[src/rtl/alu_share_arbiter.sv]
// alu_share_arbiter: shares one combinational ALU between two valid/ready requesters.
// Requests are arbitrated round-robin. The ALU result and zero flag are captured in a
// one-entry response register that has its own valid/ready handshake.
// Optional feature macro: ALU_SHARE_LOCK_EN adds a req_lock input. A requester that
// sets req_lock when it is accepted keeps exclusive ownership of the ALU until it is
// accepted again with its lock bit clear.
module alu_share_arbiter #(
   parameter int WIDTH  = 32,
   parameter int CTRL_W = 3
) (
   input  logic              clk,
   input  logic              reset,
   input  logic [1:0]        req_valid,
   output logic [1:0]        req_ready,
`ifdef ALU_SHARE_LOCK_EN
   input  logic [1:0]        req_lock,
`endif
   input  logic [WIDTH-1:0]  req0_src1,
   input  logic [WIDTH-1:0]  req0_src2,
   input  logic [CTRL_W-1:0] req0_control,
   input  logic [WIDTH-1:0]  req1_src1,
   input  logic [WIDTH-1:0]  req1_src2,
   input  logic [CTRL_W-1:0] req1_control,
   output logic [WIDTH-1:0]  alu_src1,
   output logic [WIDTH-1:0]  alu_src2,
   output logic [CTRL_W-1:0] alu_control,
   input  logic [WIDTH-1:0]  alu_result,
   input  logic              alu_zero,
   output logic              rsp_valid,
   input  logic              rsp_ready,
   output logic              rsp_id,
   output logic [WIDTH-1:0]  rsp_result,
   output logic              rsp_zero
);

   logic       slot_free;
   logic [1:0] eligible;
   logic       grant_valid;
   logic       grant_id;
   logic       last_grant;
`ifdef ALU_SHARE_LOCK_EN
   logic       locked;
   logic       lock_owner;
`endif

   // A new response may be captured when the register is empty or drains this cycle
   assign slot_free = !rsp_valid || rsp_ready;

   // Requesters allowed to compete: every valid one, or only the lock owner while locked
   always_comb begin
      eligible = req_valid;
`ifdef ALU_SHARE_LOCK_EN
      if (locked) begin
         eligible = lock_owner ? (req_valid & 2'b10) : (req_valid & 2'b01);
      end else begin
         eligible = req_valid;
      end
`endif
   end

   // Round-robin pick: a lone requester wins; on a tie the one not granted last wins
   always_comb begin
      grant_valid = 1'b0;
      grant_id    = 1'b0;
      if (!reset && slot_free) begin
         case (eligible)
            2'b01: begin
               grant_valid = 1'b1;
               grant_id    = 1'b0;
            end
            2'b10: begin
               grant_valid = 1'b1;
               grant_id    = 1'b1;
            end
            2'b11: begin
               grant_valid = 1'b1;
               grant_id    = ~last_grant;
            end
            default: begin
               grant_valid = 1'b0;
               grant_id    = 1'b0;
            end
         endcase
      end else begin
         grant_valid = 1'b0;
         grant_id    = 1'b0;
      end
   end

   // Ready is one-hot on the granted requester and never depends on the payload
   always_comb begin
      req_ready = 2'b00;
      if (grant_valid) begin
         req_ready = grant_id ? 2'b10 : 2'b01;
      end else begin
         req_ready = 2'b00;
      end
   end

   // Route the granted requester to the ALU; with no grant, requester 0 is routed so the drive is never X
   always_comb begin
      alu_src1    = req0_src1;
      alu_src2    = req0_src2;
      alu_control = req0_control;
      if (grant_valid && grant_id) begin
         alu_src1    = req1_src1;
         alu_src2    = req1_src2;
         alu_control = req1_control;
      end else begin
         alu_src1    = req0_src1;
         alu_src2    = req0_src2;
         alu_control = req0_control;
      end
   end

   // Response register: capture on accept, clear valid on a drain, hold otherwise
   always_ff @(posedge clk) begin
      if (reset) begin
         rsp_valid  <= 1'b0;
         rsp_id     <= 1'b0;
         rsp_result <= {WIDTH{1'b0}};
         rsp_zero   <= 1'b0;
         last_grant <= 1'b1;
      end else if (grant_valid) begin
         rsp_valid  <= 1'b1;
         rsp_id     <= grant_id;
         rsp_result <= alu_result;
         rsp_zero   <= alu_zero;
         last_grant <= grant_id;
      end else if (rsp_ready) begin
         rsp_valid  <= 1'b0;
      end
   end

`ifdef ALU_SHARE_LOCK_EN
   // Lock ownership: taken by an accept with its lock bit set, released by the owner's accept with the bit clear
   always_ff @(posedge clk) begin
      if (reset) begin
         locked     <= 1'b0;
         lock_owner <= 1'b0;
      end else if (grant_valid) begin
         if (locked) begin
            if (!req_lock[grant_id]) begin
               locked <= 1'b0;
            end
         end else if (req_lock[grant_id]) begin
            locked     <= 1'b1;
            lock_owner <= grant_id;
         end
      end
   end
`endif

endmodule

[config.mk]
export PLATFORM = sky130hd
export DESIGN_NAME = alu_share_arbiter
export DESIGN_NICKNAME = d
export VERILOG_FILES = /design/src/rtl/alu_share_arbiter.sv
export SDC_FILE = /design/constraint.sdc
export NUM_CORES = 1
export LEC_CHECK = 0
export BUFFER_PORTS_ARGS = -buffer_cell sky130_fd_sc_hd__clkbuf_2
export CAP_MARGIN = 20
export CELL_PAD_IN_SITES_DETAIL_PLACEMENT = 1
export CELL_PAD_IN_SITES_GLOBAL_PLACEMENT = 1
export CORE_UTILIZATION = 19
export CTS_CLUSTER_SIZE = 8
export DETAILED_ROUTE_END_ITERATION = 8
export PLACE_DENSITY_LB_ADDON = 0.1
export SETUP_SLACK_MARGIN = 0.2
export SLEW_MARGIN = 20
export SYNTH_ARGS = -nofsm -noshare
export SYNTH_HDL_FRONTEND = slang
export SYNTH_SLANG_ARGS = --single-unit
[constraint.sdc]
create_clock -name clk -period 1.75 [get_ports clk]
set_clock_uncertainty 0.15 [all_clocks]
set_input_delay 0.2625 -clock clk [delete_from_list [all_inputs] [get_ports clk]]
set_output_delay 0.2625 -clock clk [all_outputs]
set_load 0.03 [all_outputs]
==> impl_metrics.py, run 1 <==
metrics = {
    "outcome": {
        "status": "finished, violations left",
        "violations": "setup timing",
    },
    "timing": {
        "slew_viol_final": 0,
        "final.period_utilization_pct": 131,
        "finalSetupViolCount": 104,
        "period_needed_ns": 2.30,
        "finalHoldViolations": 0,
        "fin_ws_ns": -0.550,
        "rsz0062_at_grt": "true",
        "tightest_slew_ns": 0.387,
        "slew_headroom_pct": 74.2,
        "tns_ns": -39.06,
        "max_freq_ghz": 0.435,
    },
    "place": {
        "io_buffers": 275,
        "dp.final_hpwl_mm": 9.69,
        "dpl.cell_count": 652,
        "gp_congestion": 0.678,
        "post-place-ws_ns": -0.431,
    },
    "detailed_routing": {
        "drc": 0,
        "wirelength_mm": 13.4,
        "drt_pass1_iterations": 4,
        "wl_per_cell_microns": 19.7,
        "drtIter0Drc": 61,
        "ant_nets": 0,
        "routed_via_density": 4.48,
        "via_count": 3049,
    },
    "global_route": {
        "grt_pass1_vias": 3164,
        "grt_pass1_wl_mm": 17.4,
        "antenna_found_initial": 0,
        "grt_max_degree": 35,
        "grt_usage_pct": 19.3,
        "gr-total-overflow": 0,
    },
    "final_layout": {
        "finalCoreUtilization_pct": 47.4,
        "n_fill_cell": 1300,
        "syn2layout_area_growth_pct": 143,
        "final_nets": 708,
        "diodes": 0,
        "stdcell_count": 680,
        "post_route_cells_drive_above_1_share_pct": 80.1,
    },
    "cts": {
        "htree_levels": 2,
        "cts_buffers": 5,
        "cts_hold_buf": 0,
        "cts_sinks": 36,
        "cts_root_buf": "clkbuf_16",
        "clk-insertion-delay-late_ns": 0.27,
        "cts.clk_slew.worst_paths_ns": 0.06,
        "clockBufferDepth": 2,
        "tritoncts": "built",
    },
    "logic_synthesis": {
        "ys_top_cells_by_area": "dfxtp_1 32%, mux2_2 31%, o211ai_1 11%",
        "synth_fp_nets": 406,
        "syn-instance-count": 234,
        "synth_top_area_cell": "dfxtp_1",
        "yosys_warnings": 0,
        "synth_flop_cell": "dfxtp_1",
        "synth-seq-area-share_pct": 32.4,
        "synth_enable_flop_cells": 0,
        "synth_commonest_cells": "62 x mux2_2, 36 x dfxtp_1, 33 x inv_1, 33 x o211ai_1, 33 x o21ai_0",
        "synth_top_area_share_pct": 32.4,
        "synth_area_per_cell_sq_um": 9.50,
        "postSynth.asyncResetShare_pct": 0,
        "syn_area_sq_um": 2220,
        "ys_ff_latch": 36,
        "synth_cell_types": 18,
        "post-synth-top-count-cell": "mux2_2",
    },
    "floorplan": {
        "start_util_pct": 19.5,
        "std_cell_rows": 39,
        "ios": 276,
        "core_area_sq_um": 11400,
        "die-height_microns": 110,
        "die_w_microns": 110,
        "die_area_sq_um": 12100,
    },
    "critical_path": {
        "cp.arrival_ns": 1.89,
        "startpoint_type": "flip-flop",
        "cp_max_fo": 8,
        "worstSetupEndpointType": "output pin",
        "cp.required_ns": 1.34,
        "path_class": "reg2out",
    },
    "pwr": {
        "p_int_mw": 2.24,
        "power.share.sequential_pct": 26.9,
        "combinationalPowerShare_pct": 48.1,
        "leakagePower_nw": 2.82,
        "power_density_nw_per_um2": 630,
        "p_clk_share_pct": 25.0,
        "switching_share_pct": 34.1,
        "p_switching_mw": 1.16,
        "ir_drop_mv": 0.327,
    },
    "job": {
        "maxCapViolCount": 0,
    },
    "worst_hold_path": {
        "hp-class": "in2reg",
    },
}
## metal layers
metal | routed length, microns | GRT usage [%] | share of wire (%)
met2 | 7090 | 35.7 | 53
met4 | 231 | 4.04 | 1.7
met1 | 4990 | 21.9 | 37
met5 | 0 | 0 | 0
met3 | 1090 | 5.29 | 8.1
## area by class of cell
type                    instances  area, sq um  share of cell area [%]
repair buffers                316         2610                    48.2
flip-flops and latches         36          726                    13.4
clock inverters                 1         5.00                  0.0925
clock buffers                   7          133                    2.45
multi-input cells             143         1630                    30.2
inverters                      34          128                    2.36
well taps                     143          179                    3.31
## repair_timing
action / in CTS / in global routing
resized for setup: 212 / 112
setup buffers: 13 / 2
gates cloned: 3 / 2
pin swaps: 6 / 4
endpoints found under the setup margin: 104 / 105
## cells in the final DEF, fill, tap and decap left out, types with 2 or more instances in the layout
cell type  count
buf_12         6
buf_6         12
o21ai_2       31
dfxtp_1       34
mux2_2         6
clkbuf_16      7
inv_1         33
clkbuf_1       2
clkbuf_2     206
buf_8         62
o21ai_1        2
buf_4         14
mux2_4        61
clkbuf_8      11
o211ai_1      33
buf_16         3
## state kept, by name, summed over array words and instances, names as in the netlist
register	count
rsp_zero	1
last_grant	1
rsp_result	32
rsp_id	1
rsp_valid	1
## metrics by stage
step           cell area [sq um]  hold WS, ns  power (mW)
6_report                    5410       0.0587        3.41
5_1_grt                     5410       0.0554        3.58
4_1_cts                     5070       0.0456        3.29
3_5_place_dp                3890        0.323        2.07
3_3_place_gp                3890        0.323        2.05
2_1_floorplan               2290        0.175        1.61
## power groups by stage
stage | combinational [mW] | clock, mW | sequential (mW)
after floorplan | 0.565 | 0 | 1.05
after global placement | 1.12 | 0 | 0.929
after detailed placement | 1.13 | 0 | 0.932
after CTS | 1.48 | 0.891 | 0.916
after global routing | 1.72 | 0.934 | 0.921
final | 1.64 | 0.852 | 0.916
## final timing paths
check        cells after the start  slack (ns)             end            from
max                              6       -0.55    alu_src2[13]      last_grant
min                              3        0.06  rsp_result[16]  alu_result[16]
max reg2reg                      8       -0.19      last_grant       rsp_valid
min reg2reg                      1        0.33      last_grant      last_grant
## critical path, stage by stage, from the launching register on
cell and delay [ns]:
dfxtp_2 0.33, a21boi_2 0.14, nor3b_4 0.29, buf_12 0.19
buf_4 0.15, mux2_2 0.35, clkbuf_8 0.16
## kinds of logic after synthesis
| group | Yosys count | synth area share (%) |
|---|---|---|
| flip-flops | 36 | 32.4 |
| AO/OA/AOI/OAI | 69 | 19.7 |
| AND/OR/NAND/NOR | 7 | 2.14 |
| multiplexers | 67 | 34.0 |
| buffers and inverters | 55 | 11.8 |
(Power assumes the default switching activity.)
==> run 2: changes to the inputs <==
- CORE_ASPECT_RATIO: unset -> 1.25
- RECOVER_POWER: unset -> 50
==> impl_metrics.py, run 2 (synthesized netlist as in run 1, its figures left out) <==
metrics = {
    "worst_hold_path": {
        "hp-class": "in2reg",
        "whs_path_depth": 3,
        "min_from": "alu_result[26]",
    },
    "detailed_routing": {
        "ant_nets": 0,
        "routed_via_density": 4.61,
        "via_count": 3084,
        "wl_per_cell_microns": 19.9,
        "drt_pass1_iterations": 7,
        "drtIter0Drc": 56,
        "drc": 0,
        "wirelength_mm": 13.3,
    },
    "timing": {
        "hold-worst-slack_ns": 0.0598,
        "rsz0062_at_grt": "true",
        "fin_ws_ns": -0.561,
        "slew_headroom_pct": 71.2,
        "slew_viol_final": 0,
        "max_freq_ghz": 0.433,
        "finalSetupViolCount": 69,
        "final.period_utilization_pct": 132,
        "finalHoldViolations": 0,
        "period_needed_ns": 2.31,
        "tns_ns": -36.31,
        "tightest_slew_ns": 0.433,
    },
    "final_layout": {
        "stdcell_count": 669,
        "largest_reg_flops": 32,
        "top_register": "rsp_result",
        "final_cell_mix": "171 x clkbuf_2, 67 x mux2_4, 55 x buf_8",
        "final_common_cell": "clkbuf_2",
        "post_route_cells_drive_above_1_share_pct": 73.1,
        "final_nets": 702,
        "finalCoreUtilization_pct": 47.5,
        "syn2layout_area_growth_pct": 140,
        "finalInstanceArea_sq_um": 5340,
    },
    "cts": {
        "clockBufferDepth": 2,
        "clk-insertion-delay-late_ns": 0.27,
        "cts_root_buf": "clkbuf_16",
        "tritoncts": "built",
        "cts_sinks": 36,
        "cts_buffers": 5,
        "htree_levels": 2,
        "cts.clk_slew.worst_paths_ns": 0.06,
        "cts_hold_buf": 0,
    },
    "critical_path": {
        "worstReg2RegStart": "rsp_valid",
        "cp-startpoint": "last_grant",
        "startpoint_type": "flip-flop",
        "cp.required_ns": 1.34,
        "cp_max_fo": 8,
        "r2r_cells": 6,
        "path_class": "reg2out",
        "cp.arrival_ns": 1.90,
        "worstSetupEndpointType": "output pin",
    },
    "place": {
        "dpl.cell_count": 637,
        "dp.final_hpwl_mm": 9.15,
        "dpl_cell_area_sq_um": 3810,
        "gp_congestion": 0.673,
        "post-place-ws_ns": -0.455,
        "io_buffers": 275,
    },
    "floorplan": {
        "ios": 276,
        "die-height_microns": 123,
        "die_w_microns": 98.7,
        "std_cell_rows": 43,
        "start_util_pct": 19.8,
        "core_area_sq_um": 11200,
        "die_area_sq_um": 12100,
    },
    "global_route": {
        "grt_max_degree": 34,
        "grt_pass1_wl_mm": 17.2,
        "antenna_found_initial": 4,
        "grt_usage_pct": 18.7,
        "grt_pass1_vias": 3048,
        "gr-total-overflow": 0,
    },
    "pwr": {
        "p_switching_mw": 1.17,
        "power_mw": 3.53,
        "power.share.sequential_pct": 25.9,
        "p_clk_share_pct": 28.6,
        "p_int_mw": 2.36,
        "combinationalPowerShare_pct": 45.4,
        "ir_drop_mv": 0.362,
        "power_density_nw_per_um2": 662,
        "switching_share_pct": 33.1,
        "leakagePower_nw": 2.70,
    },
    "job": {
        "maxCapViolCount": 0,
    },
    "outcome": {
        "status": "finished, violations left",
        "violations": "setup timing",
    },
}
[run 2: cell types whose count changed in the layout (fill, tap and decap cells not counted), moves of 6 or more]
| cell | delta |
|---|---|
| mux2_4 | +6 |
| clkbuf_2 | -35 |
| clkbuf_1 | +34 |
| clkbuf_8 | -11 |
| buf_8 | -7 |
| mux2_2 | -6 |
| buf_6 | +11 |
[run 2: metal layers]
metal / share of wire (%) / track usage (%) / up-vias
li1: - / - / 1423
met1: 37 / 21.3 / 1485
met2: 53 / 33.8 / 158
met4: 1.7 / 3.82 / 2
met3: 8.2 / 6.39 / 16
met5: 0.11 / 0 / -
[run 2: path summary, 6_finish.rpt]
path,end,slack [ns]
hold reg to reg,rsp_zero,0.35
setup / recovery,alu_control[1],-0.56
hold / removal,rsp_result[26],0.06
setup reg to reg,last_grant,0.09
[run 2: what timing repair did]
action / CTS / global route
buffers inserted: 7 / 4
gates resized for setup: 175 / 155
endpoints found under the setup margin: 104 / 102
pin swaps: 1 / 1
gates cloned: 3 / 7
[run 2: worst max-delay path, cell delays in order (launching register included)]
cell       delay [ns]
dfxtp_2          0.33
a21boi_2         0.16
nor3b_4          0.29
buf_12           0.21
clkbuf_16        0.18
mux2_4           0.31
buf_8            0.14
[run 2: cell type report]
type	instances	area (sq um)
Antenna cell	3	7.51
Sequential cell	36	726
Inverter	34	128
Timing Repair Buffer	310	2510
Fill cell	1293	5900
Multi-Input combinational cell	143	1640
Clock buffer	6	129
Tap cell	135	169
Clock inverter	2	35.0
[run 2: power groups by stage]
stage | Combinational [mW] | Sequential, mW | Clock, mW
3_5_place_dp | 1.11 | 0.933 | 0
2_1_floorplan | 0.565 | 1.05 | 0
4_1_cts | 1.39 | 0.917 | 1.04
5_1_grt | 1.68 | 0.923 | 1.07
6_report | 1.61 | 0.916 | 1.01
3_3_place_gp | 1.10 | 0.932 | 0
